File: config.mk
export PLATFORM = sky130hd
export DESIGN_NAME = cache_arbiter
export DESIGN_NICKNAME = d
export VERILOG_FILES = /design/src/rtl/cache_arbiter_pkg.sv /design/src/rtl/cache_arbiter.sv
export SDC_FILE = /design/constraint.sdc
export NUM_CORES = 1
export LEC_CHECK = 0
export ABC_CLOCK_PERIOD_IN_PS = 4400
export CORE_AREA = 10 10 518 520
export CTS_CLUSTER_SIZE = 25
export DETAILED_ROUTE_END_ITERATION = 8
export DIE_AREA = 0 0 528 530
export SLEW_MARGIN = 40
export SYNTH_ARGS = -nofsm -noshare
export SYNTH_HDL_FRONTEND = slang
export SYNTH_SLANG_ARGS = --single-unit
export TNS_END_PERCENT = 1
File: constraint.sdc
create_clock -name clk -period 4.4 [get_ports clk]
set_input_delay 0.66 -clock clk [delete_from_list [all_inputs] [get_ports clk]]
set_output_delay 0.66 -clock clk [all_outputs]
set_load 0.01 [all_outputs]
File: src/rtl/cache_arbiter_pkg.sv
// Shared types for the instruction/data cache arbiter: FSM states and
// the record of which side was granted most recently.
package arbiter_types;

   typedef enum logic [1:0] {
      IDLE    = 2'd0,
      SERVE_I = 2'd1,
      SERVE_D = 2'd2
   } stateT;

   typedef enum logic {
      GRANT_I = 1'b0,
      GRANT_D = 1'b1
   } grantT;

endpackage

File: src/rtl/cache_arbiter.sv
// Arbiter between an instruction cache and a data cache sharing one
// lower-level memory port. One transaction at a time; ties are broken
// round-robin using the side granted last.
module cache_arbiter
   import arbiter_types::*;
#(
   parameter int ADDR_W = 16,
   parameter int LINE_W = 256
) (
   input  logic              clk,
   input  logic              rst,
   input  logic              icache_read,
   input  logic [ADDR_W-1:0] icache_addr,
   output logic [LINE_W-1:0] icache_rdata,
   output logic              icache_resp,
   input  logic              dcache_read,
   input  logic              dcache_write,
   input  logic [ADDR_W-1:0] dcache_addr,
   input  logic [LINE_W-1:0] dcache_wdata,
   output logic [LINE_W-1:0] dcache_rdata,
   output logic              dcache_resp,
   output logic              mem_read,
   output logic              mem_write,
   output logic [ADDR_W-1:0] mem_addr,
   output logic [LINE_W-1:0] mem_wdata,
   input  logic [LINE_W-1:0] mem_rdata,
   input  logic              mem_resp
);

   stateT r_state;
   stateT w_nextState;
   grantT r_lastGrant;
   logic  w_dReq;

   assign w_dReq = dcache_read | dcache_write;

   // Both sides see the memory line directly; only their resp qualifies it.
   assign icache_rdata = mem_rdata;
   assign dcache_rdata = mem_rdata;

   // State register plus the round-robin memory, captured when a grant is issued.
   always_ff @(posedge clk) begin
      if (rst) begin
         r_state     <= IDLE;
         r_lastGrant <= GRANT_D;
      end else begin
         r_state <= w_nextState;
         if (r_state == IDLE && w_nextState == SERVE_I) begin
            r_lastGrant <= GRANT_I;
         end else if (r_state == IDLE && w_nextState == SERVE_D) begin
            r_lastGrant <= GRANT_D;
         end
      end
   end

   // Next-state: grant from IDLE, hold while serving until memory responds.
   always_comb begin
      w_nextState = r_state;
      case (r_state)
         IDLE: begin
            if (icache_read && w_dReq) begin
               w_nextState = (r_lastGrant == GRANT_D) ? SERVE_I : SERVE_D;
            end else if (icache_read) begin
               w_nextState = SERVE_I;
            end else if (w_dReq) begin
               w_nextState = SERVE_D;
            end
         end
         SERVE_I: begin
            if (mem_resp) begin
               w_nextState = IDLE;
            end
         end
         SERVE_D: begin
            if (mem_resp) begin
               w_nextState = IDLE;
            end
         end
         default: w_nextState = IDLE;
      endcase
   end

   // Memory strobes and completion pulses; everything is silenced while reset is held.
   always_comb begin
      mem_read    = 1'b0;
      mem_write   = 1'b0;
      mem_addr    = '0;
      mem_wdata   = '0;
      icache_resp = 1'b0;
      dcache_resp = 1'b0;
      if (!rst) begin
         case (r_state)
            SERVE_I: begin
               mem_read    = 1'b1;
               mem_addr    = icache_addr;
               icache_resp = mem_resp;
            end
            SERVE_D: begin
               mem_read    = dcache_read & ~dcache_write;
               mem_write   = dcache_write;
               mem_addr    = dcache_addr;
               mem_wdata   = dcache_wdata;
               dcache_resp = mem_resp;
            end
            default: begin
            end
         endcase
      end
   end

endmodule

Word-level counts from Yosys, hierarchy flattened
Index checks and enable logic that the tools add are counted.

Flip-flop bits (word level): 3. Latch bits: 0. RAM bits: 0. Memory bits (read-only): 0. Bits of input ports: 550. Output and inout bits: 788. Logic and storage cells: 35. Memories: 0.

Add/subtract/negate cells: 0. Multiply operators: 0. Div/mod/pow operators: 0. Order comparisons: 0. Eq/ne operators: 4. Shift-type cells: 0. Muxes and demuxes: 20. Bitwise operators: 3. Reduce and logical (&&, ||, !) cells: 6.

Operator list (count): $mux 256 (2); $pmux 16 s2 (1); $mux 16 (1); $mux 2 (5); $mux 1 (9); $eq 2x1->1 const B (2); $eq 2x2->1 const B (2); $pmux 2 s2 (1); $logic_and 1x1->1 (3); $logic_not 2->1 (1); $pmux 1 s2 (1); $reduce_bool 2->1 (1); $reduce_or 2->1 (1); $and 1x1->1 (1); $not 1->1 (1); $or 1x1->1 (1).

Longest topological paths before layout
Word-level depth: 9. Mapped depth: 7. Mapped depth without buffers: 7.

Least setup slack after synthesis
OpenSTA, ideal clock, no wires.

Path type: reg2out. From: register r_state[0]. To: output port mem_wdata[100]. Arrival: 1.383 ns. Required time: 3.740 ns. Slack: 2.357 ns. Cell stages (with the launch flop): 8. Buffers on the path: 3. Cell sequence: dfxtp_1 > inv_1 > ha_1 > buf_4 > and2b_4 > buf_6 > clkbuf_2 > and2_1.

Word-level cells in the longest chain between the ends: 3.

RTL lines: start, declared (RTL line cache_arbiter.sv:30) `stateT r_state;`; start signal, assigned (RTL line cache_arbiter.sv:47) `r_state <= w_nextState;`; $eq 2x2->1 (RTL line cache_arbiter.sv:92) `case (r_state)`; $mux 256 (RTL line cache_arbiter.sv:92); $mux 256 (RTL line cache_arbiter.sv:91) `if (!rst) begin`; end, declared (RTL line cache_arbiter.sv:25) `output logic [LINE_W-1:0] mem_wdata,`.

No other way between the ends.

Worst setup path after layout
From: input port rst. To: output port mem_wdata[149].

Word-level cells in the longest chain between the ends: 1.

RTL lines: start, declared (RTL line cache_arbiter.sv:11) `input logic rst,`; $mux 256 (RTL line cache_arbiter.sv:91).

No other way between the ends.

==> run summary <==
Critical path class: in2out
Placer congestion estimate: 0.812
Antenna-violating nets left: 0
Row cnt: 187
Leading cell type in the layout, fill and taps excluded: clkdlybuf4s50_1
CP delay by family, top: buffers and inverters
Most frequent cells in the layout: clkdlybuf4s50_1 (430), and2_1 (258), buf_4 (110), buf_12 (36), nor2_1 (19)
Yosys warnings: 0
Period minus WS final: 3660 ps
DIE WIDTH: 528 µm
Vias: 6980
Share of cells above drive strength 1: 17.0%
Num ports: 1338
Port Buffers: 569
Core area: 258000 µm²
Part of the power in registers: 3.0%
DR pass1 iterations: 4
Max incr delay on CP: 730 ps
Final setup vio count: 0
Share of Yosys cell area claimed by the top area cell type: 63.2%
Worst setup EP type: primary output
Min-delay worst type: reg2reg
Final setup TNS: 0 ps
TritonCTS clock tree: yes
Leakage: 3.47 nW
Startpoint Class: primary input
PD cells: 102 nW/µm²
Post-CTS setup buffer count: 0
Multi-input gate area: 2000 µm²
Quantity of gates resized following cts: 0
RSZ-0062 raised after global routing: false
Max_cap viols: 0
Synthesis-to-finish area growth: 102%
Post-placement cell count: 4304
Clock slew at reported path FFs: 30 ps
Synth top area cells: buf_4 (63%), and2_1 (26%), a22oi_1 (2.0%)
Initial antenna violation count: 175
CP arrival: 3000 ps
Gr ovfl total: 0
Final Hold Viols: 0
Die area: 280000 µm²
Final Net Count: 1461
CTS sink cnt: 3
Post-Layout Cell Count: 4321
Largest net degree at the start of global routing: 89
Worst Path Required: 3740 ps
Detailed placement HPWL: 221 mm
DRT iter0 DRCs: 325
Post-synth top area cell: buf_4
H-Tree Depth: 1
Post-synthesis sequential area ratio: 0.985%
FF+latch area: 60.1 µm²
Mapped Area: 6100 µm²
Syn nets: 1426
Cell count after synthesis: 872
CTS buffer count: 3
Clock buffer depth: 2
Clock power frac: 11.6%
FMAX: 273 MHz
Vias in the first global route: 6664
GR Layer Usage met1: 7.82%
Final worst slack: 738 ps
Vias per cell: 1.62
Combinational Power Share: 85.4%
Hold buffers post-CTS: 0
Switching pwr: 0.592 mW
Worst vdd ir: 0.0872 mV
M2 GR Usage: 24.7%
Die height: 530 µm
Critical-path maximum fanout: 56
Clk_lat worst skew: 230 ps
Part of the cycle the worst path needs: 83.2%
Setup WS pre-CTS: 779 ps
Routed wire per std cell: 52.1 µm
# fillers: 30700
Buffers and inverters on the worst path: 4
Switching portion of total power: 47.2%
GR met3 Demand/Resource: 25.0%
Initial Util: 2.36%
Total track usage: 15.2%
Syn avg cell area: 6.99 µm²
Netlist cell types: 25
Clock root buffer: clkbuf_16
Int Pwr: 0.663 mW
Fin Clk Skew: 5.38 ps
Drt drc: 0
First-pass GRT wire length: 243 mm
Worst rel slew slack: 57.5%
CP cell instances: clkdlybuf4s50_1 > and2b_4 > buf_12 > buf_12 > and2_1 > clkdlybuf4s50_1
Least-Margin Pin Slew: 635 ps
Status: finished clean
Synth Register Bits: 3
Slowest CP cell: clkdlybuf4s50_1
Fin. max-slew vios: 0
Top Usage Layer GRT: met3
Post-Route Utilization: 4.76%
Routed WL: 225 mm
[sequential cells by signal, indices dropped and copies added (netlist names)]
register     count
r_state          2
r_lastGrant      1
[worst paths after layout]
path | slack (ps) | cells past startpoint | endpoint | startpoint
max | 740 | 6 | mem_wdata[149] | rst
min | 570 | 2 | r_lastGrant | r_lastGrant
max reg2reg | 2550 | 7 | r_lastGrant | r_state[0]
min reg2reg | 570 | 2 | r_lastGrant | r_lastGrant
[power groups by stage]
stage               Sequential, mW  Clock, mW  Combinational [mW]
floorplan                   0.0356          0               0.727
global placement            0.0358          0                1.10
detailed placement          0.0377          0                1.11
CTS                         0.0371      0.148                1.11
global route                0.0382      0.149                1.14
finish                      0.0380      0.146                1.07
[Yosys cell counts]
master      n
buf_1       1
nor3b_1     1
nand2_1     3
and2b_4     1
clkbuf_2   22
o21ai_0     2
and2_1    258
a21oi_2     1
o21ai_1     1
dfxtp_1     3
buf_4     513
nand2b_1    1
ha_1        4
a21oi_1     3
clkbuf_1    4
nor2_1     19
o22ai_1     1
inv_1       5
a22oi_1    16
a31oi_1     1
nor2b_1     3
o211ai_2    1
buf_6       3
a211o_1     2
buf_2       3
[worst reg2reg max path, delay by kind of cell, from the launching register on]
kind                       cells  cell delay (ps)
and+or+nand+nor                2              320
AOI/OAI and AO/OA              3              530
DFF                            1              400
buffers and inverters          1              130
adders and majority gates      1              340
[cells by family after synthesis]
logic type | synth area share (%)
simple gates | 28.5
flops | 0.985
compound gates | 3.30
fa+ha+maj | 0.821
buf+inv | 66.4
[final cells by class]
cell class / count / area share (%)
multi-input combinational: 318 / 16.2
antenna: 13 / 0.265
timing repair buffer: 576 / 47.6
inverter: 5 / 0.153
tap: 3402 / 34.6
clock buffer: 4 / 0.641
sequential: 3 / 0.489
[per-stage QoR]
| step | hold slack (ps) | area (µm²) | power, mW |
|---|---|---|---|
| 2_1_floorplan | 481 | 6100 | 0.763 |
| 3_3_place_gp | 495 | 12200 | 1.13 |
| 3_5_place_dp | 565 | 12200 | 1.14 |
| 4_1_cts | 560 | 12300 | 1.30 |
| 5_1_grt | 569 | 12300 | 1.32 |
| 6_report | 575 | 12300 | 1.25 |
[metal layers]
metal | vias up | wire, µm | part of all wire, %
li1 | 2207 | - | -
met1 | 2598 | 39600 | 18
met2 | 1555 | 99900 | 44
met3 | 520 | 78400 | 35
met4 | 100 | 6690 | 3.0
met5 | - | 713 | 0.32
Note: power is estimated with default switching activity, not from simulation.
==> edit: new RTL, same flow settings <==
The parameter `ADDR_W` goes from 16 to 15.
--- a/src/rtl/cache_arbiter.sv
+++ b/src/rtl/cache_arbiter.sv
@@ -5,5 +5,5 @@
    import arbiter_types::*;
 #(
-   parameter int ADDR_W = 16,
+   parameter int ADDR_W = 15,
    parameter int LINE_W = 256
 ) (
Ports: changed (resized dcache_addr, icache_addr and mem_addr); port bits go from 1338 to 1335. The function was not compared with the original's and may differ.
==> edit against the unedited design <==
- final area rose by 8.1%
- area after synthesis fell by 0.25%
- sequential share of layout area barely moved
- wire length fell by 6.1%
- sequential cell count did not move
- total power rose by 5.0%
- setup slack improved by 0.030 ns
- critical path type unchanged
- critical endpoint is now mem_wdata[164]
- largest power group unchanged
- highest routed layer unchanged
==> edit: results <==
export IMPL_worstRegToRegCells=7
export IMPL_regMostFlops="r_state"
export IMPL_antenna_found_initial=140
export IMPL_clk_pin_slew_ns=0.03
export IMPL_leakagePower_nw=3.76
export IMPL_grt_pass1_vias=6564
export IMPL_clockRootBuffer="clkbuf_16"
export IMPL_numCtsBuffers=3
export IMPL_ys_seq_area_share_pct=0.987
export IMPL_rr_startpoint="r_state[0]"
export IMPL_synth_cell_types=24
export IMPL_drive_gt1_share_pct=19.9
export IMPL_clock_latency_ns=0.23
export IMPL_worstPathMaxFanout=28
export IMPL_reg2reg_slack_ns=2.48
export IMPL_drtPass1Iterations=5
export IMPL_status="finished clean"
export IMPL_post_cts_buffers=0
export IMPL_netlist_top_cells_count="512 x buf_4, 258 x and2_1, 22 x clkbuf_2"
export IMPL_port_buffers=566
export IMPL_syn_nets=1422
export IMPL_num_nets_final=1459
export IMPL_hpwl_mm=206
export IMPL_htree_levels=1
export IMPL_cp_arrival_ns=2.97
export IMPL_grt_start_max_net_pins=60
export IMPL_hold_class="register to register"
export IMPL_first_iter_violations=289
export IMPL_place_gp_congestion=0.845
export IMPL_finalClockSkew_ns=0.00158
export IMPL_max_cap_violations=0
export IMPL_wire_per_inst_um=48.9
export IMPL_async_reset_ff_share_pct=0
export IMPL_drt_vias_per_instance=1.55
export IMPL_peakVddDrop_mv=0.111
export IMPL_ys_flop_type="dfxtp_1"
export IMPL_clock_path_buffers=2
export IMPL_grt_use_total_pct=14.3
export IMPL_worst_slew_pin_slew_ns=0.648
export IMPL_ys_warnings_count=0
export IMPL_cp_endpoint="mem_wdata[164]"
export IMPL_grt_pass1_wl_mm=230
export IMPL_fillers=30600
export IMPL_synthTopCellsByArea="buf_4 63%, and2_1 27%, a22oi_1 1.9%"
export IMPL_cp_startpoint="rst"
export IMPL_regToRegEndpoint="r_lastGrant"
export IMPL_cts_resized=0
export IMPL_top_regs="r_state x2, r_lastGrant x1"
export IMPL_postPlaceCellArea_um2=13200
==> edit: layout make-up <==
type | count | area share, %
multi-input cells | 316 | 14.9
inverters | 5 | 0.141
well taps | 3402 | 32.0
diodes | 15 | 0.283
flip-flops and latches | 3 | 0.452
repair buffers | 578 | 51.6
clock buffers | 4 | 0.593
==> edit: through the flow <==
step / setup slack (ns) / hold slack (ns) / std cells / total power [mW] / util (%)
6_report: 0.767 / 0.599 / 4323 / 1.32 / 5.14
2_1_floorplan: 2.36 / 0.481 / 870 / 0.760 / -
4_1_cts: 0.760 / 0.569 / 4308 / 1.37 / 5.13
3_3_place_gp: 0.861 / 0.495 / 4304 / 1.20 / 5.10
3_5_place_dp: 0.756 / 0.559 / 4304 / 1.22 / 5.10
5_1_grt: 0.657 / 0.600 / 4310 / 1.41 / 5.13
==> edit: power by group <==
group,switching (mW),total (mW),internal [mW]
logic,0.546,1.14,0.589
registers,0.00586,0.0378,0.0320
clock network,0.0253,0.145,0.120
==> edit: cells by family (layout without fill, tap and decap cells) <==
kind of cell | Yosys count | count (layout) | share of synthesized area, %
AO/OA/AOI/OAI | 27 | 27 | 3.19
flip-flops | 3 | 3 | 0.987
other | 0 | 15 | 0
AND/OR/NAND/NOR | 285 | 285 | 28.5
adder cells (fa/ha/maj) | 4 | 4 | 0.823
buffers and inverters | 551 | 587 | 66.5
==> edit: how the worst min path moves through the flow <==
stage                       end  cells after the start  slack [ns]        start
floorplan           r_lastGrant                      2        0.48  r_lastGrant
global placement    r_lastGrant                      2        0.50  r_lastGrant
detailed placement  r_lastGrant                      2        0.56  r_lastGrant
CTS                 r_lastGrant                      2        0.57  r_lastGrant
global route        r_lastGrant                      2        0.60  r_lastGrant
finish              r_lastGrant                      2        0.60  r_lastGrant
==> edit: per-layer routing <==
| layer | wire length (um) | vias to the layer above | GRT usage, % | part of all wire (%) |
|---|---|---|---|---|
| met5 | 622 | - | 0.523 | 0.29 |
| met1 | 42800 | 2547 | 8.49 | 20 |
| met4 | 5590 | 66 | 2.62 | 2.6 |
| li1 | - | 2201 | - | - |
| met2 | 84600 | 1528 | 20.7 | 40 |
| met3 | 77900 | 380 | 24.8 | 37 |
==> edit: worst max-delay path: stages <==
cell and delay [ns]:
clkdlybuf4s50_1 0.53, and2b_4 0.44, buf_4 0.33, and2_1 0.19
clkdlybuf4s50_1 0.79
